[src/rtl/alu_seq_pkg.sv]
// Shared opcodes, state and settle-class types for the ALU result sequencer.
package alu_seq_pkg;

  localparam logic [3:0] OP_OR   = 4'd0;
  localparam logic [3:0] OP_AND  = 4'd1;
  localparam logic [3:0] OP_NOT  = 4'd2;
  localparam logic [3:0] OP_ADD  = 4'd3;
  localparam logic [3:0] OP_SUB  = 4'd4;
  localparam logic [3:0] OP_NEG  = 4'd5;
  localparam logic [3:0] OP_MUL  = 4'd6;
  localparam logic [3:0] OP_DIV  = 4'd7;
  localparam logic [3:0] OP_SHL  = 4'd8;
  localparam logic [3:0] OP_SHR  = 4'd9;
  localparam logic [3:0] OP_SHRA = 4'd10;
  localparam logic [3:0] OP_ROL  = 4'd11;
  localparam logic [3:0] OP_ROR  = 4'd12;

  typedef enum logic [1:0] {
    ST_IDLE   = 2'd0,
    ST_SETTLE = 2'd1,
    ST_OUT_LO = 2'd2,
    ST_OUT_HI = 2'd3
  } seq_state_e;

  typedef enum logic [1:0] {
    CLS_BASIC = 2'd0,
    CLS_MUL   = 2'd1,
    CLS_DIV   = 2'd2
  } settle_cls_e;

  function automatic logic is_two_beat(input logic [3:0] op);
    return (op == OP_MUL) || (op == OP_DIV);
  endfunction

  function automatic settle_cls_e settle_sel(input logic [3:0] op);
    case (op)
      OP_MUL:  return CLS_MUL;
      OP_DIV:  return CLS_DIV;
      default: return CLS_BASIC;
    endcase
  endfunction

endpackage

[src/rtl/settle_timer.sv]
// Loadable down-counter that stops at zero and flags it; paces the ALU settle window.
module settle_timer #(
  parameter int W = 4
) (
  input  logic         clk,
  input  logic         clr_n,
  input  logic         load,
  input  logic [W-1:0] load_val,
  input  logic         dec,
  output logic         zero
);

  logic [W-1:0] cnt_q, cnt_d;

  always_comb begin
    cnt_d = cnt_q;
    if (load)
      cnt_d = load_val;
    else if (dec && (cnt_q != '0))
      cnt_d = cnt_q - W'(1);
  end

  always_ff @(posedge clk or negedge clr_n) begin
    if (!clr_n) cnt_q <= '0;
    else        cnt_q <= cnt_d;
  end

  assign zero = (cnt_q == '0);

endmodule

[src/rtl/alu_result_sequencer.sv]
// Issue/collect front end for the combinational ALU: holds operands for the op's
// settle time, captures the 64-bit result, then returns it as one or two 32-bit beats.
//
// state     | meaning
// ST_IDLE   | ready for a request; alu_* hold the last accepted operands
// ST_SETTLE | ALU inputs held; timer counts down to the capture cycle
// ST_OUT_LO | Z_LO beat presented, waiting for out_ready
// ST_OUT_HI | Z_HI beat presented (MUL/DIV only), waiting for out_ready
module alu_result_sequencer
  import alu_seq_pkg::*;
#(
  parameter int SETTLE_BASIC = 1,
  parameter int SETTLE_MUL   = 4,
  parameter int SETTLE_DIV   = 8
) (
  input  logic        clk,
  input  logic        clr_n,
  input  logic        req_valid,
  output logic        req_ready,
  input  logic [3:0]  req_op,
  input  logic [31:0] req_a,
  input  logic [31:0] req_b,
  output logic [31:0] alu_a,
  output logic [31:0] alu_b,
  output logic [3:0]  alu_op,
  input  logic [63:0] alu_result,
  output logic        out_valid,
  input  logic        out_ready,
  output logic [31:0] out_data,
  output logic        out_hi,
  output logic        out_last,
  output logic        out_err,
  output logic        busy
);

  localparam int SETTLE_MAX_BM = (SETTLE_BASIC > SETTLE_MUL) ? SETTLE_BASIC : SETTLE_MUL;
  localparam int SETTLE_MAX    = (SETTLE_MAX_BM > SETTLE_DIV) ? SETTLE_MAX_BM : SETTLE_DIV;
  localparam int CNT_W         = $clog2(SETTLE_MAX) + 1;

  seq_state_e  state_q, state_d;
  logic [31:0] alu_a_q, alu_a_d, alu_b_q, alu_b_d;
  logic [3:0]  alu_op_q, alu_op_d;
  logic [31:0] z_hi_q, z_hi_d, z_lo_q, z_lo_d;
  logic        two_beat_q, two_beat_d, err_q, err_d;
  logic        accept, tmr_zero;
  logic [CNT_W-1:0] tmr_load_val;

  assign accept = (state_q == ST_IDLE) && req_valid;

  // Timer holds N-1 so that capture lands exactly N edges after the accept.
  always_comb begin
    tmr_load_val = CNT_W'(SETTLE_BASIC - 1);
    case (settle_sel(req_op))
      CLS_MUL: tmr_load_val = CNT_W'(SETTLE_MUL - 1);
      CLS_DIV: tmr_load_val = CNT_W'(SETTLE_DIV - 1);
      default: tmr_load_val = CNT_W'(SETTLE_BASIC - 1);
    endcase
  end

  settle_timer #(.W(CNT_W)) u_settle_timer (
    .clk      (clk),
    .clr_n    (clr_n),
    .load     (accept),
    .load_val (tmr_load_val),
    .dec      (state_q == ST_SETTLE),
    .zero     (tmr_zero)
  );

  always_ff @(posedge clk or negedge clr_n) begin
    if (!clr_n) state_q <= ST_IDLE;
    else        state_q <= state_d;
  end

  always_comb begin
    state_d = state_q;
    case (state_q)
      ST_IDLE:   if (req_valid) state_d = ST_SETTLE;
      ST_SETTLE: if (tmr_zero)  state_d = ST_OUT_LO;
      ST_OUT_LO: if (out_ready) state_d = two_beat_q ? ST_OUT_HI : ST_IDLE;
      ST_OUT_HI: if (out_ready) state_d = ST_IDLE;
      default:   state_d = ST_IDLE;
    endcase
  end

  always_comb begin
    out_valid = 1'b0;
    out_data  = '0;
    out_hi    = 1'b0;
    out_last  = 1'b0;
    case (state_q)
      ST_OUT_LO: begin
        out_valid = 1'b1;
        out_data  = z_lo_q;
        out_last  = !two_beat_q;
      end
      ST_OUT_HI: begin
        out_valid = 1'b1;
        out_data  = z_hi_q;
        out_hi    = 1'b1;
        out_last  = 1'b1;
      end
      default: ;
    endcase
  end

  assign out_err   = out_valid & err_q;
  assign busy      = (state_q != ST_IDLE);
  assign req_ready = (state_q == ST_IDLE);

  always_comb begin
    alu_a_d    = alu_a_q;
    alu_b_d    = alu_b_q;
    alu_op_d   = alu_op_q;
    two_beat_d = two_beat_q;
    err_d      = err_q;
    z_hi_d     = z_hi_q;
    z_lo_d     = z_lo_q;
    if (accept) begin
      alu_a_d    = req_a;
      alu_b_d    = req_b;
      alu_op_d   = req_op;
      two_beat_d = is_two_beat(req_op);
      err_d      = (req_op == OP_DIV) && (req_b == '0);
    end
    if ((state_q == ST_SETTLE) && tmr_zero)
      {z_hi_d, z_lo_d} = alu_result;
  end

  always_ff @(posedge clk or negedge clr_n) begin
    if (!clr_n) begin
      alu_a_q    <= '0;
      alu_b_q    <= '0;
      alu_op_q   <= '0;
      two_beat_q <= 1'b0;
      err_q      <= 1'b0;
      z_hi_q     <= '0;
      z_lo_q     <= '0;
    end else begin
      alu_a_q    <= alu_a_d;
      alu_b_q    <= alu_b_d;
      alu_op_q   <= alu_op_d;
      two_beat_q <= two_beat_d;
      err_q      <= err_d;
      z_hi_q     <= z_hi_d;
      z_lo_q     <= z_lo_d;
    end
  end

  assign alu_a  = alu_a_q;
  assign alu_b  = alu_b_q;
  assign alu_op = alu_op_q;

endmodule

[config.mk]
export PLATFORM = sky130hd
export DESIGN_NAME = alu_result_sequencer
export DESIGN_NICKNAME = d
export VERILOG_FILES = /design/src/rtl/alu_seq_pkg.sv /design/src/rtl/settle_timer.sv /design/src/rtl/alu_result_sequencer.sv
export SDC_FILE = /design/constraint.sdc
export NUM_CORES = 1
export LEC_CHECK = 0
export CORE_MARGIN = 2
export CORE_UTILIZATION = 47
export CTS_BUF_LIST = sky130_fd_sc_hd__clkbuf_16
export CTS_CLUSTER_SIZE = 25
export DETAILED_ROUTE_END_ITERATION = 12
export PLACE_DENSITY_LB_ADDON = 0.1
export SETUP_SLACK_MARGIN = 0.02
export SYNTH_ARGS = -nofsm -noshare
export SYNTH_HDL_FRONTEND = slang
export SYNTH_SLANG_ARGS = --single-unit
[constraint.sdc]
create_clock -name clk -period 3.3 [get_ports clk]
set_clock_uncertainty 0.05 [all_clocks]
set_input_delay 0.33 -clock clk [delete_from_list [all_inputs] [get_ports clk]]
set_output_delay 0.33 -clock clk [all_outputs]
set_load 0.005 [all_outputs]
Yosys cells after proc, flatten, opt, wreduce, memory -nomap -nowiden
Index checks and enable logic that the tools add are counted.
{ "totals": {"register_bits": 140, "input_bits": 136, "out_inout_bits": 106, "wordCells": 50} }
{ "classes": {"n_addsub": 1, "eq_ne": 11, "mux": 14, "bitwise_logic": 1, "n_reduce_logical": 14} }
{ "op_table": {"columns": ["op", "count"], "rows": [
  ["one-hot mux 32 bit (2 select lines)", 1],
  ["zero test 32 bit", 1],
  ["2-to-1 mux 2 bit", 5],
  ["== test 4 x 3 -> 1 bit, second input constant", 2],
  ["2-to-1 mux 4 bit", 2],
  ["inequality test 2 bit, second input constant", 4],
  ["one-hot mux 2 bit (4 select lines)", 1],
  ["== test 2 bit, second input constant", 3],
  ["one-hot mux 3 bit (2 select lines)", 1],
  ["== test 2 x 1 -> 1 bit, second input constant", 2],
  ["logical AND 1 bit", 4],
  ["zero test 4 bit", 1],
  ["one-hot mux 2 bit (2 select lines)", 1],
  ["AND reduction 4 bit", 1],
  ["nonzero test 2 bit", 2],
  ["nonzero test 4 bit", 1],
  ["subtractor 4 x 1 -> 4 bit, second input constant", 1],
  ["zero test 2 bit", 1],
  ["2-to-1 mux 1 bit", 2],
  ["one-hot mux 1 bit (2 select lines)", 1],
  ["OR reduction 2 bit", 1],
  ["AND 1 bit", 1],
  ["zero test 1 bit", 1],
  ["logical OR 1 bit", 1]
]} }

Depth between registers and ports, before layout
{ "logic_depth": {"depth_word": 5, "depth_mapped": 7, "mapped_depth_nobuf": 6} }

By module
From an unflattened synthesis, not the netlist that was laid out.
{ "hier_totals": {"cells_unflattened": 421, "area_unflattened_um2": 6348.6} }
{ "by_module_without_submodules": {"columns": ["mod", "instances", "cells_each", "area_per_inst_um2", "seq_area_each_um2"], "rows": [
  ["alu_result_sequencer", 1, 394, 6095.8, 3403.3],
  ["settle_timer", 1, 27, 252.7, 100.1]
]} }

Worst setup path after synthesis
Ideal clock, no wire load.
{ "synth_path": {"path_kind": "register to register", "from": "reg u_settle_timer.cnt_q[0]", "to": "reg z_hi_q[0]", "setup_time_ns": 0.125, "arrival_time_ns": 1.890, "required_ns": 3.125, "slack_ns": 1.235, "stages_incl_launch_ff": 8, "n_path_buf": 2, "period_less_slack_ns": 2.065, "cell_sequence": "dfrtp_1 > inv_1 > ha_1 > or3b_4 > or3_1 > buf_6 > buf_6 > mux2_4"} }
{ "synth_between": {"elab_chain_len": 2} }
{ "synth_lines": {"columns": ["item", "line", "text"], "rows": [
  ["from (decl)", "settle_timer.sv:13", "logic [W-1:0] cnt_q, cnt_d;"],
  ["from (signal assigned)", "settle_timer.sv:25", "else cnt_q <= cnt_d;"],
  ["zero test 4 bit", "settle_timer.sv:28", "assign zero = (cnt_q == '0);"],
  ["logical AND 1 bit", "alu_result_sequencer.sv:125", "if ((state_q == ST_SETTLE) && tmr_zero)"],
  ["to (signal assigned)", "alu_result_sequencer.sv:144", "z_hi_q <= z_hi_d;"],
  ["to (decl)", "alu_result_sequencer.sv:43", "logic [31:0] z_hi_q, z_hi_d, z_lo_q, z_lo_d;"]
]} }
No other way between the ends.
A chain may end at the register's enable or synchronous reset.

Worst setup path in the final report
{ "layout_path": {"from": "reg state_q[0]", "to": "out out_data[5]"} }
{ "layout_between": {"elab_chain_len": 2, "word_cells_on_any_way": 3, "classes_between": "2 x eq/ne; 1 x mux"} }
{ "layout_lines": {"columns": ["item", "line", "text"], "rows": [
  ["from (decl)", "alu_result_sequencer.sv:40", "seq_state_e state_q, state_d;"],
  ["from (signal assigned)", "alu_result_sequencer.sv:71", "else state_q <= state_d;"],
  ["== test 2 bit", "alu_result_sequencer.sv:90", "case (state_q)"],
  ["one-hot mux 32 bit (2 select lines) *", "alu_result_sequencer.sv:90", null],
  ["to (decl)", "alu_result_sequencer.sv:29", "output logic [31:0] out_data,"]
]} }
Every way passes the cells marked *; elsewhere a longest branch is shown, timed or not.

==> impl_results.rst <==
.. list-table::
   :header-rows: 1

   * - Metric
     - Value
   * - Number of clock sinks
     - 140
   * - Total die area
     - 14100 um2
   * - Remaining Overflow, GRT
     - 0
   * - Leading cell type in the layout, fill and taps excluded
     - sky130_fd_sc_hd__clkdlybuf4s50_1
   * - Maximum capacitance violations
     - 0
   * - Clock latency of the later-clocked register in the worst-skew pair
     - 0.41 ns
   * - Detailed Route WL
     - between 15000 and 20000 um
   * - Total DRC errors in the routed layout
     - 0
   * - Row count
     - 41
   * - Number of DRC markers after the initial detailed-route iteration
     - 235
   * - Commonest cells after routing, fill and taps aside
     - sky130_fd_sc_hd__clkdlybuf4s50_1, sky130_fd_sc_hd__nand2_1, sky130_fd_sc_hd__dfrtp_1
   * - Slew Limit Fails
     - 0
   * - Number of flops mapped to enable cells by yosys
     - 0
   * - Final weighted congestion in routability-driven placement
     - around 0.8
   * - Start-to-end type of the worst setup path
     - flop to primary output
   * - Register bit total from synthesis
     - 140
   * - Clock-pin slew reported for the worst setup and hold paths after clock tree synthesis
     - approximately 0.060 ns
   * - Least-Margin Pin Slew
     - 0.834 ns
   * - Pleak
     - 0.00448 uW
   * - TritonCTS clock tree
     - done
   * - Clock network power share
     - about a fifth
   * - First-pass GRT wire length
     - approximately 26000 um
   * - Number of H-tree branching levels
     - 4
   * - Number of instances in the synthesized netlist
     - 560
   * - Crit end category
     - primary output
   * - Worst r2r dst
     - alu_b[24]$_DFFE_PN0P_
   * - Maximum frequency from static timing analysis
     - roughly 0.35 GHz
   * - Power density cells
     - slightly above 900 nW/um2
   * - Post-synthesis sequential area ratio
     - between 50% and 60%
   * - Hold_sp
     - req_a[7]
   * - Final routed wire length divided by cell count
     - roughly 16 um
   * - Share of flip-flops with an asynchronous set or reset
     - 100%
   * - Vias in the first global route
     - 5133
   * - Data arrival, critical path
     - between 2 and 2.5 ns
   * - Cts bufs inserted
     - 17
   * - Post-Place Setup Slack
     - 0.874 ns
   * - Post-synthesis instance area
     - 6200 um2
   * - GR Util All Layers
     - 23.6%
   * - Post-synthesis average cell area
     - 11.1 um2
   * - Synthesized Nets
     - 699
   * - Share of the clock period used by the worst path
     - 86.8%
   * - Number of endpoints with negative hold slack in the final report
     - 0
   * - Input/output buffers
     - 241
   * - Internal Dissipation
     - 5940 uW
   * - Slack of the worst reg-to-reg path
     - 0.96 ns
   * - Root buffer cell
     - sky130_fd_sc_hd__clkbuf_16
   * - Area added between synthesis and finish
     - 50.5%
   * - Initial cell density of the core
     - 48.5%
   * - Antenna diode count
     - 0
   * - Worst slew margin relative to its limit
     - 44.4%
   * - Worst R2R Start
     - state_q[0]$_DFFE_PN0P_
   * - Comb pwr share
     - 42.8%
   * - Switching power
     - 2640 uW
   * - Final setup vio count
     - 0
   * - Detail Placement HPWL
     - 11300 um
   * - Layout net count
     - 938
   * - Commonest register cell after synthesis
     - sky130_fd_sc_hd__dfrtp_1
   * - Final-layout setup total negative slack
     - 0 ns
   * - Count of placed standard cells including taps
     - 951
   * - Critical Path RT
     - 2.92 ns
   * - Portion of total power attributed to sequential cells
     - 36.8%
   * - Final core occ
     - approximately 73%
   * - Worst R2R Path Depth
     - 5
   * - Min Clock Period, post-route
     - 2.86 ns
   * - CTS resizes
     - 0
   * - Count of TritonRoute iterations in the first routing pass
     - 4
   * - Area of combinational cells with multiple inputs
     - 2520 um2
   * - Capture endpoint of the worst hold path
     - alu_a[7]$_DFFE_PN0P_
   * - Largest voltage drop on the vdd net
     - roughly 0.45 mV
   * - Number of filler cells placed in the layout
     - 885
   * - Register cell area after layout
     - 3500 um2
   * - Hold Crit Depth
     - 3
   * - Post-route antenna net violation count
     - 0
   * - Vert. Die Dim
     - roughly 120 um
   * - Core Region
     - approximately 13000 um2
   * - Startpoint type of the worst setup path
     - flop
   * - I/O pin total
     - between 200 and 250
   * - Crit path setup slack, layout
     - 0.437 ns
   * - Class of the tightest hold or removal check
     - primary input to flop
   * - Bufs on Longest Clock Path
     - 2
   * - Unrepaired setup endpoints after global routing
     - false
   * - Detailed-route vias per instance
     - 4.91
   * - Sw Share
     - 30.7%
   * - Filler-free cell count of the finished design
     - 983
   * - Run status
     - completed
   * - Die width
     - 119 um
   * - Number of warnings issued by yosys
     - 0
   * - Critical path fanouts, max
     - 26
   * - Antenna violations before repair
     - 0
   * - Maximum number of pins on one net before global-route repair
     - 91
   * - Share of final-layout standard cells stronger than drive strength 1
     - between 10 and 15%
   * - Vias
     - between 4000 and 5000
   * - Number of library cell types mapped by synthesis
     - 29
==> worst max-delay path, cell delays in order, from the launching register on <==
cell	delay, ns
sky130_fd_sc_hd__dfrtp_2	0.86
sky130_fd_sc_hd__buf_4	0.38
sky130_fd_sc_hd__mux2i_1	0.11
sky130_fd_sc_hd__nor2b_1	0.16
sky130_fd_sc_hd__clkdlybuf4s50_1	0.56
==> timing repair <==
item / in CTS / in global routing
setup buffers: 0 / 0
hold buffers: 1 / 0
endpoints found under the hold margin: 89 / 0
==> Yosys cell counts, types with 2 or more instances <==
master / n / share of area, %
sky130_fd_sc_hd__o21ai_0: 2 / 0.16
sky130_fd_sc_hd__nand2_1: 214 / 13
sky130_fd_sc_hd__mux2_4: 49 / 12
sky130_fd_sc_hd__or3_1: 2 / 0.20
sky130_fd_sc_hd__nand3_1: 2 / 0.16
sky130_fd_sc_hd__mux2_2: 15 / 2.7
sky130_fd_sc_hd__buf_1: 4 / 0.24
sky130_fd_sc_hd__nor2_1: 3 / 0.18
sky130_fd_sc_hd__inv_1: 5 / 0.30
sky130_fd_sc_hd__nor4_1: 9 / 0.91
sky130_fd_sc_hd__buf_6: 6 / 1.1
sky130_fd_sc_hd__mux2i_1: 33 / 5.3
sky130_fd_sc_hd__ha_1: 3 / 0.61
sky130_fd_sc_hd__a21oi_1: 2 / 0.16
sky130_fd_sc_hd__xor2_1: 2 / 0.28
sky130_fd_sc_hd__nand4_1: 2 / 0.20
sky130_fd_sc_hd__clkbuf_1: 18 / 1.1
sky130_fd_sc_hd__and2_1: 4 / 0.40
sky130_fd_sc_hd__buf_2: 4 / 0.32
sky130_fd_sc_hd__dfrtp_1: 140 / 57
sky130_fd_sc_hd__nor2b_1: 33 / 3.3
==> area by class of cell <==
class	count	area share (%)
flip-flops and latches	140	37.6
repair buffers	252	27.2
multi-input cells	383	27.0
clock buffers	17	4.56
well taps	172	2.31
clock inverters	14	1.22
inverters	5	0.201
==> routing by layer <==
| layer | GRT usage, % | wire length [um] | vias to the layer above | part of all wire, % |
|---|---|---|---|---|
| met1 | 27.9 | 6520 | 2317 | 41 |
| met5 | 0 | 0 | - | 0 |
| li1 | - | - | 2297 | - |
| met2 | 38.3 | 7600 | 186 | 47 |
| met3 | 9.91 | 1520 | 27 | 9.5 |
| met4 | 9.45 | 361 | 0 | 2.3 |
==> kinds of logic after synthesis <==
family | Yosys count | share of synthesized area, %
fa+ha+maj | 3 | 0.606
flops | 140 | 56.5
xor+xnor | 3 | 0.424
buf+inv | 37 | 3.05
compound gates | 6 | 0.545
mux | 97 | 19.9
simple gates | 274 | 19.0
==> power groups by stage <==
stage               Clock [uW]  Sequential (uW)  Combinational, uW
floorplan                    0             2990               2060
global placement             0             3130               3590
detailed placement           0             3160               3680
CTS                       1790             3150               3720
global route              1870             3260               4010
finish                    1750             3150               3670
==> how the worst max path moves through the flow <==
stage,from,endpoint
after floorplan,u_settle_timer.cnt_q[0]$_DFFE_PN0P_,z_hi_q[0]$_DFFE_PN0P_
after detailed placement,state_q[0]$_DFFE_PN0P_,out_data[5]
after global routing,state_q[0]$_DFFE_PN0P_,out_data[5]
final,state_q[0]$_DFFE_PN0P_,out_data[5]
after global placement,state_q[0]$_DFFE_PN0P_,out_data[9]
after CTS,state_q[0]$_DFFE_PN0P_,out_data[10]
==> stage by stage <==
stage	total power, uW	hold slack, ns	cell area [um2]
after floorplan	5050	-0.0156	6200
after global placement	6720	0.393	8780
after detailed placement	6840	0.397	8780
after CTS	8660	0.372	9330
after global routing	9140	0.379	9330
final	8570	0.391	9330
==> state kept, by name, indices dropped and copies added (netlist names) <==
name,count
z_hi_q,32
alu_b,32
u_settle_timer.cnt_q,4
alu_op,4
two_beat_q,1
state_q,2
err_q,1
alu_a,32
z_lo_q,32
(Power assumes the default switching activity.)
